### config.mk
export PLATFORM = sky130hd
export DESIGN_NAME = hazard_ctrl
export DESIGN_NICKNAME = d
export VERILOG_FILES = /design/src/rtl/hazard_ctrl.sv
export SDC_FILE = /design/constraint.sdc
export NUM_CORES = 1
export LEC_CHECK = 0
export CAP_MARGIN = 20
export CORE_UTILIZATION = 45
export CTS_CLUSTER_DIAMETER = 60
export DETAILED_ROUTE_END_ITERATION = 6
export PLACE_DENSITY = 0.74
export SLEW_MARGIN = 20
export SYNTH_ARGS = -nofsm -noshare
export SYNTH_HDL_FRONTEND = slang
export SYNTH_SLANG_ARGS = --single-unit
### constraint.sdc
create_clock -name clk_i -period 2.38 [get_ports clk_i]
set_input_delay 0.476 -clock clk_i [delete_from_list [all_inputs] [get_ports clk_i]]
set_output_delay 0.476 -clock clk_i [all_outputs]
set_load 0.03 [all_outputs]
### src/rtl/hazard_ctrl.sv
// Pipeline sequencing controller: PC / IF/ID / ID/EX control for load-use,
// taken-branch flush and data-memory miss freeze, plus saturating statistics.
module hazard_ctrl #(
    parameter int CNT_W = 16
) (
    input  logic             clk_i,
    input  logic             rst_i,
    input  logic             start_i,
    input  logic [4:0]       id_rs_i,
    input  logic [4:0]       id_rt_i,
    input  logic [4:0]       ex_rt_i,
    input  logic             ex_memread_i,
    input  logic             id_branch_taken_i,
    input  logic             dmem_miss_i,
    input  logic             dmem_ready_i,
    output logic             pc_write_o,
    output logic             if_id_write_o,
    output logic             if_id_flush_o,
    output logic             id_ex_bubble_o,
    output logic             pipe_freeze_o,
    output logic [1:0]       state_o,
    output logic [CNT_W-1:0] stall_cnt_o,
    output logic [CNT_W-1:0] flush_cnt_o
);

    typedef enum logic [1:0] {
        S_IDLE = 2'd0,
        S_RUN  = 2'd1,
        S_MISS = 2'd2
    } state_t;

    localparam logic [CNT_W-1:0] CNT_ONE = {{(CNT_W-1){1'b0}}, 1'b1};

    state_t           r_state;
    state_t           w_next;
    logic             w_lu;
    logic             w_flush_evt;
    logic             w_stall_evt;
    logic [CNT_W-1:0] r_stall_cnt;
    logic [CNT_W-1:0] r_flush_cnt;

    // r0 is hardwired zero, so a load targeting it can never create a hazard
    always_comb begin
        w_lu = ex_memread_i && (ex_rt_i != 5'd0) &&
               ((ex_rt_i == id_rs_i) || (ex_rt_i == id_rt_i));
    end

    always_ff @(posedge clk_i or negedge rst_i) begin
        if (!rst_i) begin
            r_state <= S_IDLE;
        end else begin
            r_state <= w_next;
        end
    end

    always_comb begin
        w_next         = r_state;
        pc_write_o     = 1'b0;
        if_id_write_o  = 1'b0;
        if_id_flush_o  = 1'b0;
        id_ex_bubble_o = 1'b0;
        pipe_freeze_o  = 1'b0;
        w_flush_evt    = 1'b0;
        case (r_state)
            S_IDLE: begin
                if_id_flush_o  = 1'b1;
                id_ex_bubble_o = 1'b1;
                if (start_i) begin
                    w_next = S_RUN;
                end
            end
            S_RUN: begin
                // a miss swallows any same-cycle LU or branch; both
                // re-evaluate once the memory stage drains
                if (dmem_miss_i) begin
                    pipe_freeze_o = 1'b1;
                    w_next        = S_MISS;
                end else if (w_lu) begin
                    id_ex_bubble_o = 1'b1;
                end else if (id_branch_taken_i) begin
                    pc_write_o    = 1'b1;
                    if_id_write_o = 1'b1;
                    if_id_flush_o = 1'b1;
                    w_flush_evt   = 1'b1;
                end else begin
                    pc_write_o    = 1'b1;
                    if_id_write_o = 1'b1;
                end
            end
            S_MISS: begin
                pipe_freeze_o = 1'b1;
                if (dmem_ready_i) begin
                    w_next = S_RUN;
                end
            end
            default: begin
                w_next = S_IDLE;
            end
        endcase
    end

    always_comb begin
        w_stall_evt = (r_state != S_IDLE) && !pc_write_o;
    end

    always_ff @(posedge clk_i or negedge rst_i) begin
        if (!rst_i) begin
            r_stall_cnt <= '0;
            r_flush_cnt <= '0;
        end else begin
            if (w_stall_evt && !(&r_stall_cnt)) begin
                r_stall_cnt <= r_stall_cnt + CNT_ONE;
            end
            if (w_flush_evt && !(&r_flush_cnt)) begin
                r_flush_cnt <= r_flush_cnt + CNT_ONE;
            end
        end
    end

    assign state_o     = r_state;
    assign stall_cnt_o = r_stall_cnt;
    assign flush_cnt_o = r_flush_cnt;

endmodule

==> Yosys cells after proc, flatten, opt, wreduce, memory -nomap -nowiden <==
Index checks and enable logic that the tools add are counted.
W data, S select, Z words.
{ "totals": {"register_bits": 34, "in_bits": 22, "wordCells": 44} }
{ "op_classes": {"n_eq_ne": 7, "addsub": 2, "n_mux": 17, "n_reduce_logical": 15} }
{ "ops": {"columns": ["operator", "count"], "rows": [
  ["$add A16 B1 Y16 const B", 2],
  ["$reduce_and A16 Y1", 2],
  ["$eq A5 B5 Y1", 2],
  ["$mux W1", 10],
  ["$mux W2", 3],
  ["$ne A2 B2 Y1 const B", 3],
  ["$pmux W1 S2", 3],
  ["$pmux W2 S3", 1],
  ["$logic_and A1 B1 Y1", 5],
  ["$reduce_bool A5 Y1", 1],
  ["$logic_not A1 Y1", 3],
  ["$reduce_and A3 Y1", 1],
  ["$eq A2 B1 Y1 const B", 1],
  ["$eq A2 B2 Y1 const B", 1],
  ["$logic_not A2 Y1", 1],
  ["$reduce_bool A2 Y1", 1],
  ["$logic_or A1 B1 Y1", 1]
]} }

==> Longest topological paths before layout <==
{ "depth": {"ltp_word": 9, "mapped_depth": 8, "ltp_nobuf": 8} }

==> Worst setup path before layout <==
OpenSTA, ideal clock, no wires.
{ "synth_path": {"kind": "input -> output", "startpoint": "in ex_rt_i[1]", "endpoint": "out pc_write_o", "required_ps": 1904, "setup_slack_ps": -409, "n_path_buf": 3, "path_stages": 7, "t_arrival_ps": 2313, "cell_sequence": "or4_1 -> o21a_1 -> and2_4 -> buf_6 -> buf_6 -> nor2_1 -> buf_4"} }
{ "synth_via": {"elab_chain_len": 6, "word_cells_on_any_way": 9, "cone_classes": "eq/ne: 2; mux: 3; reduce/logical: 4"} }
{ "synth_lines": {"columns": ["element", "line_no", "rtl"], "rows": [
  ["from (decl)", "11", "input logic [4:0] ex_rt_i,"],
  ["$eq A5 B5 Y1 / $reduce_bool A5 Y1 (equally long branches)", "45, 44", null],
  ["$logic_or A1 B1 Y1 / $logic_and A1 B1 Y1 (equally long branches)", "45, 44", null],
  ["$logic_and A1 B1 Y1 *", "44", "w_lu = ex_memread_i && (ex_rt_i != 5'd0) &&"],
  ["$mux W1 * (3 in a row)", null, null],
  ["to (decl)", "16", "output logic pc_write_o,"]
]} }
Mark *: on every way between the ends. The rest lies on a longest branch, timed or not.

==> Worst setup path in the final report <==
{ "layout_path": {"startpoint": "in id_rt_i[4]", "endpoint": "out if_id_flush_o"} }
{ "layout_via": {"elab_chain_len": 6} }
{ "layout_lines": {"columns": ["element", "line_no", "rtl"], "rows": [
  ["from (decl)", "10", "input logic [4:0] id_rt_i,"],
  ["$eq A5 B5 Y1", "45", "((ex_rt_i == id_rs_i) || (ex_rt_i == id_rt_i));"],
  ["$logic_or A1 B1 Y1", "45", null],
  ["$logic_and A1 B1 Y1", "44", null],
  ["$mux W1", "78", "end else if (w_lu) begin"],
  ["$mux W1", "75", "if (dmem_miss_i) begin"],
  ["$pmux W1 S2", "64", "case (r_state)"],
  ["to (decl)", "18", "output logic if_id_flush_o,"]
]} }
Every way passes these cells.

==> run summary <==
The wire length reported by the detailed router came out at 4.501 mm. Buffers placed on the I/O ports in this run total 60. The count of final hold-check violations is 0.

Clock tree synthesis selected as its root buffer the cell clkbuf_8. The clock tree synthesis step divided the H-tree into 2 levels. The die extent in y was 68.43 um; the placeable core region was 4115 um2. The type of the most critical hold path is flip-flop to flip-flop.

In this run the most critical hold path is launched from stall_cnt_o[9]. Detailed placement ended at an HPWL of 3.336 mm. The synthesized design devotes to its leading area cell type 42.85% of total area. For this block, the initial DRC count from the detailed router was 109. The final period demand of the worst path is 2.355 ns.

The synthesized area per cell was 10.03 um2; the post-synthesis async set-or-reset flop share was 100.0%. The setup slack after layout was 0.02548 ns; the share of layout cells above drive strength 1 was 19.50%. Global routing used 34.31% of the available met2 tracks.

For the pin count of the biggest net entering global routing, the log shows 35. The number of enable-type register cells in the synthesized netlist was 0. The clock passes through at most 2 buffers. For this design the ratio of total power to cell area is 875.4 nW/um2. Number of pins with negative max-slew slack in the final report: 0. For the met1 layer usage reported by global route, the log shows 26.75%. The DRC violations left is 0, and the number of standard cells in the layout, taps in and fillers out is 332. Setup repair after global routing could not meet its margin everywhere. The row count is 23, and the area added between synthesis and finish is 46.38%.

TritonCTS built the clock tree. The tools report the critical register-to-register path endpoint as flush_cnt_o[7]. The first global-routing pass estimated 7.286 mm of wire.

The die is 68.43 um wide. The number of instances in the synthesized netlist was 198; the leakage power of the design was 1.347 nW. The portion of the clock cycle consumed by the worst path in the final layout works out to 98.93%. Yosys attributes the largest share of cell area to dfrtp_1 (43%), xor2_1 (11%), xnor2_1 (6.2%). Counting instances in the post-synthesis netlist gives the leading cell types as dfrtp_1 (34), xor2_1 (25), nor2_1 (20), nand2_1 (17), xnor2_1 (14). Primary flip-flop cell chosen by synthesis mapping: dfrtp_1.

The logs give 0.002544 W for the total power and 4 for the first-pass iteration count of the detailed router. The total overflow left after global routing is 0. The via count of the first global-routing pass came out at 1613.

After detailed routing, the number of vias per cell comes to 5.193. The number of placed instances, taps included, is 322. The slew at the pin closest to its max-slew limit is 0.4237 ns. For the filler cell count in the final layout, the log shows 351.

Most common cell in the synthesized netlist: dfrtp_1. Max-cap violations in this run came to 0. The worst relative slew slack is 71.76%. The dominant cell type by area after synthesis is dfrtp_1. The detail-routed net length per standard cell was 13.56 um; the largest driver fanout on the critical path was 5.

The busiest metal layer after global routing is met2. Setup violations remaining at the end of the flow were counted as 0. At the end of routability-driven placement, the weighted congestion stood at 0.7620. For the worst setup path, the data required time is 1.90 ns. Measured in cells, the most critical reg-to-reg path has a length of 10.

After synthesis the cells add up to 1986 um2. In the global route stage, met3 resource usage came out at 5.667%. The count of cells along the worst hold path is 1. The initial antenna violation count was 0. For this run, the number of Yosys warnings is 0. The tools report the terminating pin of the worst hold path as stall_cnt_o[9]. The initial utilization of the core area, before any placement, comes to 48.25%. Element type at the critical path start: a primary input.

For the pre-CTS setup slack, the log shows -0.6986 ns. IR analysis of the VDD net gives a maximum drop of 0.7804 mV. The number of routed nets with antenna violations is 0, and the worst hold slack after final layout is 0.4888 ns.

In this run the critical register-to-register path is launched from state_o[1]. The synthesized netlist contains 39 unique library cells. The type of element capturing the critical path is an output port. The tools report the layout net count as 308. The number of clock sinks seen by CTS came out at 34. In this run, synthesis produced a sequential element count of 34. The net count of the mapped netlist was 225.

The logs give 61 for the number of top-level pins and 0.29 ns for the clock insertion delay at the later pin of the skew report. The kind of critical path is primary input to output port. The die covers 4682 um2. 0 antenna diodes ended up in the layout.

The number of buffers inserted during clock tree synthesis came out at 5. The routed layout has 1724 vias. Data on the critical path arrives at its endpoint at 1.88 ns. The worst clock skew came out at 0.005750 ns.

The flow ran to the end, and the final reports show no timing, DRC or antenna violations. The peak clock frequency supported by timing came out at 0.4247 GHz. Summing the sequential cell areas from Yosys gives 42.85% of the chip area. Overall track demand over capacity in global routing: 21.60%. Clock transition at the register clock pins on the worst setup and hold paths after CTS: 0.07 ns.

The register-to-register path setup slack is 0.44 ns.
-- registers in the layout, summed over array words and instances (netlist names) --
register / count
flush_cnt_o: 16
stall_cnt_o: 16
state_o: 2
-- where the power goes --
group          internal, W  switching [W]
clock network     0.000292       0.000219
registers         0.000684       0.000139
logic             0.000554       0.000656
-- logic make-up (layout without fill, tap and decap cells) --
family          count (synthesis)  count (layout)  synth area share, %
fa+ha+maj                       5               5                3.151
simple gates                   90              90                26.84
xor+xnor                       39              39                17.20
buf+inv                        12              96                3.277
flops                          34              34                42.85
compound gates                 15              15                4.979
mux                             3               3                1.701
-- cell usage in the layout (no fill, tap or decap), types with 3 or more instances in the layout --
cell,instances
a21oi_1,4
and3_1,3
and4_1,4
buf_2,3
buf_4,20
buf_6,3
clkbuf_8,8
clkdlybuf4s50_1,50
dfrtp_1,34
ha_1,5
inv_1,7
nand2_1,16
nand3_1,12
nand4_1,10
nor2_1,19
nor3_1,5
nor3_2,3
nor4_2,6
xnor2_1,14
xor2_1,25
-- per-stage QoR --
step / setup TNS [ns] / utilization (%) / cell area, um2
after CTS: 0 / 70.02 / 2882
after detailed placement: -9.450 / 66.92 / 2754
after global placement: -8.333 / 66.92 / 2754
after global routing: -0.02100 / 70.63 / 2907
final: 0 / 70.63 / 2907
after floorplan: -0.07843 / - / 2001
-- metal layers --
metal	wire, um	vias to the layer above
met2	2155	54
li1	-	849
met3	288	7
met5	0	-
met4	80	0
met1	1977	814
-- final cells by class --
class / instances / area, um2 / share of cell area (%)
Tap cell: 50 / 62.56 / 2.152
Timing Repair Buffer: 80 / 754.5 / 25.96
Clock buffer: 8 / 110.1 / 3.788
Inverter: 8 / 31.28 / 1.076
Sequential cell: 34 / 850.8 / 29.27
Multi-Input combinational cell: 152 / 1097 / 37.75
-- timing repair --
action	in CTS	in global routing
pin swaps	3	1
hold buffers	0	0
resized for setup	26	6
buffers inserted	1	1
setup endpoints to repair	8	5
-- critical path, stage by stage --
cell             delay [ns]
clkdlybuf4s50_1        0.47
xnor2_1                0.12
nand3_1                0.12
o22ai_1                0.19
and2_4                 0.19
buf_12                 0.11
o21bai_4               0.05
buf_6                  0.13
-- worst max-delay path by stage --
stage	start	to	slack [ns]
detailed placement	ex_rt_i[1]	id_ex_bubble_o	-0.70
CTS	state_o[1]	if_id_flush_o	0.00002
finish	id_rt_i[4]	if_id_flush_o	0.03
floorplan	ex_rt_i[1]	pc_write_o	-0.06
global route	id_rt_i[2]	if_id_flush_o	-0.01
global placement	ex_rt_i[1]	id_ex_bubble_o	-0.68
No activity file was read; power rests on OpenSTA's default activity.
==> patch 1 (same settings) <==
`CNT_W`: 16 -> 32.
--- a/src/rtl/hazard_ctrl.sv
+++ b/src/rtl/hazard_ctrl.sv
@@ -1,7 +1,7 @@
 // Pipeline sequencing controller: PC / IF/ID / ID/EX control for load-use,
 // taken-branch flush and data-memory miss freeze, plus saturating statistics.
 module hazard_ctrl #(
-    parameter int CNT_W = 16
+    parameter int CNT_W = 32
 ) (
     input  logic             clk_i,
     input  logic             rst_i,
Interface: changed (resized flush_cnt_o and stall_cnt_o); port bits go from 61 to 93. No check against the original RTL was run, so the function may have changed too.
==> patch 1 against the unedited design <==
- area after synthesis up 69%
- sequential share of layout area up 5.1 points
- synthesized cell count up 56%
- critical endpoint unchanged
- count of clock-buffer cells in the layout up 4
- power up 42%
- worst setup slack better by 0.017 ns
- design area up 65%
- core utilization down 4.1 points
- fmax up 0.71%
- sequential cell count up 32
- hold slack worse by 0.34 ns
- wire length up 66%
==> patch 1: results (changes against the unedited design) <==
share of cells above drive strength 1 = 0.176 (-0.0188)
met3 routed WL = 361 um (+25%)
Area contributors post-synth = dfrtp_1 49%, xnor2_1 10%, xor2_1 8.1%
largest net degree at the start of global routing = 43 (+23%)
Max stage delay on crit path = 0.41 ns (-0.06 ns)
vias in the first global route = 2586 (+60%)
Critical R2R Capture = stall_cnt_o[1]
outcome = finished clean
clock skew = 0.00750 ns (+0.00175 ns)
cells after synthesis = 308 (+56%)
routed wire length on met2 = 3.59 mm (+66%)
placed wire-length estimate = 5.48 mm (+64%)
worst vdd ir = 0.728 mV (-6.7%)
Synthesized Nets = 336 (+49%)
Detailed Route WL = 7.45 mm (+66%)
met2 usage = 0.323 (-0.0201)
DP Cell Count = 517 (+61%)
GPL Wtd Cong = 0.814 (+6.8%)
Worst Reg-to-Reg Cells = 9 (-1)
Initial DRC Count = 65 (-40%)
Placement Setup Slack = -0.541 ns (+0.157 ns)
IO buf count = 92 (+53%)
Total GRT Usage = 0.203 (-0.0133)
Clock Latency Late Sink = 0.33 ns (+0.04 ns)
reg2reg setup slack = 0.18 ns (-0.26 ns)
CP startpoint = id_rt_i[2]
via count = 2734 (+59%)
multi-input logic area = 1660 um^2 (+51%)
CTS Buf Count = 9 (+4)
Synth cell types = 43 (+10%)
WP data arrival = 1.86 ns (-0.02 ns)
Hold WC Path Type = input port to asynchronous set/reset pin
met1 wire length = 3.38 mm (+71%)
P_int = 2.35 mW (+54%)
Rel. slew slack = 0.601 (-0.117)
==> patch 1: changes by cell type after synthesis, moves of 6 or more <==
cell	unedited run	this run
dfrtp_1	34	66
xnor2_1	14	39
nand2_1	17	32
nand4_1	10	21
and3_1	3	12
nand3_1	12	19
xor2_1	25	31
==> patch 1: critical path: cells and delay by family <==
| family | cells | cell delay, ns |
|---|---|---|
| AND/OR/NAND/NOR | 1 | 0.13 |
| AO/OA/AOI/OAI | 3 | 0.55 |
| buffers and inverters | 2 | 0.54 |
| XOR/XNOR | 1 | 0.15 |
==> patch 1: how the worst max path moves through the flow <==
stage	endpoint	slack, ns	depth (start not counted)
after floorplan	flush_cnt_o[11]	0.08	7
after CTS	id_ex_bubble_o	-0.009	7
after detailed placement	id_ex_bubble_o	-0.54	6
after global routing	pc_write_o	-0.0009	7
after global placement	id_ex_bubble_o	-0.50	6
final	if_id_flush_o	0.04	7
==> patch 1: what timing repair did <==
item / 4_1_cts / 5_1_grt
endpoints found under the setup margin: 17 / 22
pin swaps: 8 / 5
resized for setup: 20 / 12
buffers inserted: 2 / 2
==> patch 1: cell families after synthesis <==
kind of cell               share of synthesized area
buffers and inverters                         0.0261
DFF                                            0.493
AOI/OAI and AO/OA                             0.0232
xor gates and xnor gates                       0.193
adders and majority gates                     0.0224
and+or+nand+nor                                0.236
muxes                                        0.00635
==> patch 1: final cells by class <==
| class | instances | area share |
|---|---|---|
| multi-input cells | 227 | 0.345 |
| flip-flops and latches | 66 | 0.344 |
| repair buffers | 120 | 0.236 |
| clock buffers | 12 | 0.0323 |
| well taps | 99 | 0.0258 |
| clock inverters | 4 | 0.0104 |
| inverters | 8 | 0.00625 |
==> patch 2 (config.mk and constraints unchanged) <==
Made on the original files. Register the output `flush_cnt_o` once more, with the module's reset; this adds one clock of latency there. The other outputs are not delayed to match.
--- a/src/rtl/hazard_ctrl.sv
+++ b/src/rtl/hazard_ctrl.sv
@@ -119,7 +119,13 @@
 
     assign state_o     = r_state;
     assign stall_cnt_o = r_stall_cnt;
-    assign flush_cnt_o = r_flush_cnt;
+    always_ff @(posedge clk_i or negedge rst_i) begin
+        if (!rst_i) begin
+            flush_cnt_o <= '0;
+        end else begin
+            flush_cnt_o <= r_flush_cnt;
+        end
+    end
 
 endmodule
 
Behaviour: not the same (Yosys sat finds a counterexample within 4 cycles, from zero or initial values and one cycle with rst_i low).
==> patch 2 against the unedited design <==
- critical path depth is 1 lower
- area after synthesis is 22% higher
- register-to-register slack worse by 0.18 ns
- synthesized cell count is 2.5% higher
- wire length is 0.96% lower
- final cell count is 8.1% higher
- sequential power is 54% higher
- via count is 0.81% higher
- sequential cell count is 16 higher
- power is 32% higher
- design area is 16% higher
- clock skew is 0.0024 ns higher
- worst setup slack worse by 0.0079 ns
==> patch 2: results (changes against the unedited design) <==
IO buf count = 60 (unchanged)
Placement Setup Slack = -0.250 ns (+0.448 ns)
Hold WC Path Type = input port to asynchronous set/reset pin
Initial DRC Count = 41 (-62%)
Nets = 315 (+2.3%)
Lkg Pwr = 1.52 nW (+13%)
share of cells above drive strength 1 = 0.235 (+0.0403)
GPL Wtd Cong = 0.752 (-1.3%)
outcome = finished clean
Clock transition at path regs = 0.09 ns (+0.02 ns)
Area contributors post-synth = dfrtp_1 52%, xor2_1 11%, nor3_2 3.7%
DP Cell Count = 343 (+6.5%)
wire per inst = 12.4 um (-8.4%)
dominant synthesized flop cell = dfrtp_1
Ant. Diodes = 0 (unchanged)
CTS H-Tree Depth = 2 (unchanged)
CTS max path bufs = 2 (unchanged)
Detailed Route WL = 4.46 mm (-0.96%)
CP startpoint = id_rs_i[1]
worst vdd ir = 0.673 mV (-14%)
routed wire length on met2 = 2.06 mm (-4.5%)
first-pass iteration count of the detailed router = 4 (unchanged)
Synthesized Nets = 230 (+2.2%)
P_sw = 1.37 mW (+35%)
WP data arrival = 1.89 ns
yosys synthesis warning count = 0 (unchanged)
Root Buffer = clkbuf_8
Clock Latency Late Sink = 0.30 ns
cells after synthesis = 203 (+2.5%)
largest net degree at the start of global routing = 51 (+46%)
met1 wire length = 2.17 mm (+9.6%)
dpl cell area = 3160 um^2 (+15%)
vias in the first global route = 1632 (+1.2%)
Seq/Total Area, Yosys = 0.518 (+0.0897)
asr flop ratio synth = 1.00 (unchanged)
first-pass GRT wire length = 7.28 mm (about the same)
FF-to-FF Start = stall_cnt_o[1]
CTS Buf Count = 5 (unchanged)
clock skew = 0.00815 ns (+0.00240 ns)
Synth cell types = 37 (-5.1%)
placed wire-length estimate = 3.22 mm (-3.3%)
total gr overflow = 0 (unchanged)
top sig layer = met4
Via-to-Cell Ratio = 4.84 (-6.8%)
Total GRT Usage = 0.170 (-0.0463)
crit path max fanout = 2 (-3)
Rel. slew slack = 0.621 (-0.0961)
initial antenna violation count = 0 (unchanged)
final hold vios = 0 (unchanged)
met3 routed WL = 175 um (-39%)
commonest cells in the netlist = 50 x dfrtp_1, 31 x xor2_1, 13 x nor2_1
[patch 2: changes by cell type after synthesis, moves of 3 or more]
cell | unedited run | this run
xor2_1 | 25 | 31
inv_1 | 7 | 11
dfrtp_1 | 34 | 50
nand2_1 | 17 | 10
and4_1 | 4 | 0
nor2_1 | 20 | 13
or3_1 | 0 | 3
xnor2_1 | 14 | 9
nor3_2 | 3 | 9
nand4_1 | 10 | 0
[patch 2: critical path, stage by stage]
cell	delay, ns
clkdlybuf4s50_1	0.41
xor2_1	0.14
nor2_1	0.17
a22oi_2	0.09
or2_4	0.26
o21bai_1	0.16
buf_4	0.18
[patch 2: routing by layer]
layer  vias to the layer above  GRT usage
met5                         -          0
met4                         0     0.0556
met3                         4     0.0388
met2                        47      0.277
met1                       835      0.225
li1                        852          -
[patch 2: final cells by class]
type | count | area, um^2
fill | 447 | 1770
multi-input combinational | 137 | 1100
clock buffer | 6 | 82.6
inverter | 11 | 41.3
tap | 70 | 87.6
sequential | 50 | 1250
clock inverter | 2 | 12.5
timing repair buffer | 83 | 787
[patch 2: timing repair]
item / CTS / global route
gates cloned: 0 / 0
pin swaps: 9 / 8
setup endpoints to repair: 4 / 13
gates resized for setup: 19 / 15
buffers inserted: 7 / 1
[patch 2: path summary, 6_finish.rpt]
check,to,slack [ns],cells past startpoint
hold / removal,flush_cnt_o[2],0.14,2
max in group asynchronous,stall_cnt_o[7],2.01,2
min in group clk_i,flush_cnt_o[11],0.42,0
setup / recovery,id_ex_bubble_o,0.02,7
setup reg to reg,stall_cnt_o[1],0.26,7
hold reg to reg,flush_cnt_o[11],0.42,0
[patch 2: cells by family after synthesis]
family,synth area share
AND/OR/NAND/NOR,0.220
flip-flops,0.518
XOR/XNOR,0.145
buffers and inverters,0.0373
AO/OA/AOI/OAI,0.0425
adder cells (fa/ha/maj),0.0259
multiplexers,0.0109
[patch 2: power by group through the flow]
stage / logic [mW] / clock network [mW] / registers, mW
2_1_floorplan: 0.680 / 0 / 1.57
3_3_place_gp: 1.51 / 0 / 1.27
3_5_place_dp: 1.54 / 0 / 1.28
4_1_cts: 1.57 / 0.527 / 1.27
5_1_grt: 1.71 / 0.559 / 1.31
6_report: 1.59 / 0.508 / 1.27
[patch 2: metrics by stage]
stage	total power [mW]	setup TNS (ns)
after floorplan	2.25	0
after CTS	3.37	0
after global routing	3.57	-0.0688
final	3.36	0
after detailed placement	2.82	-4.32
after global placement	2.78	-3.37
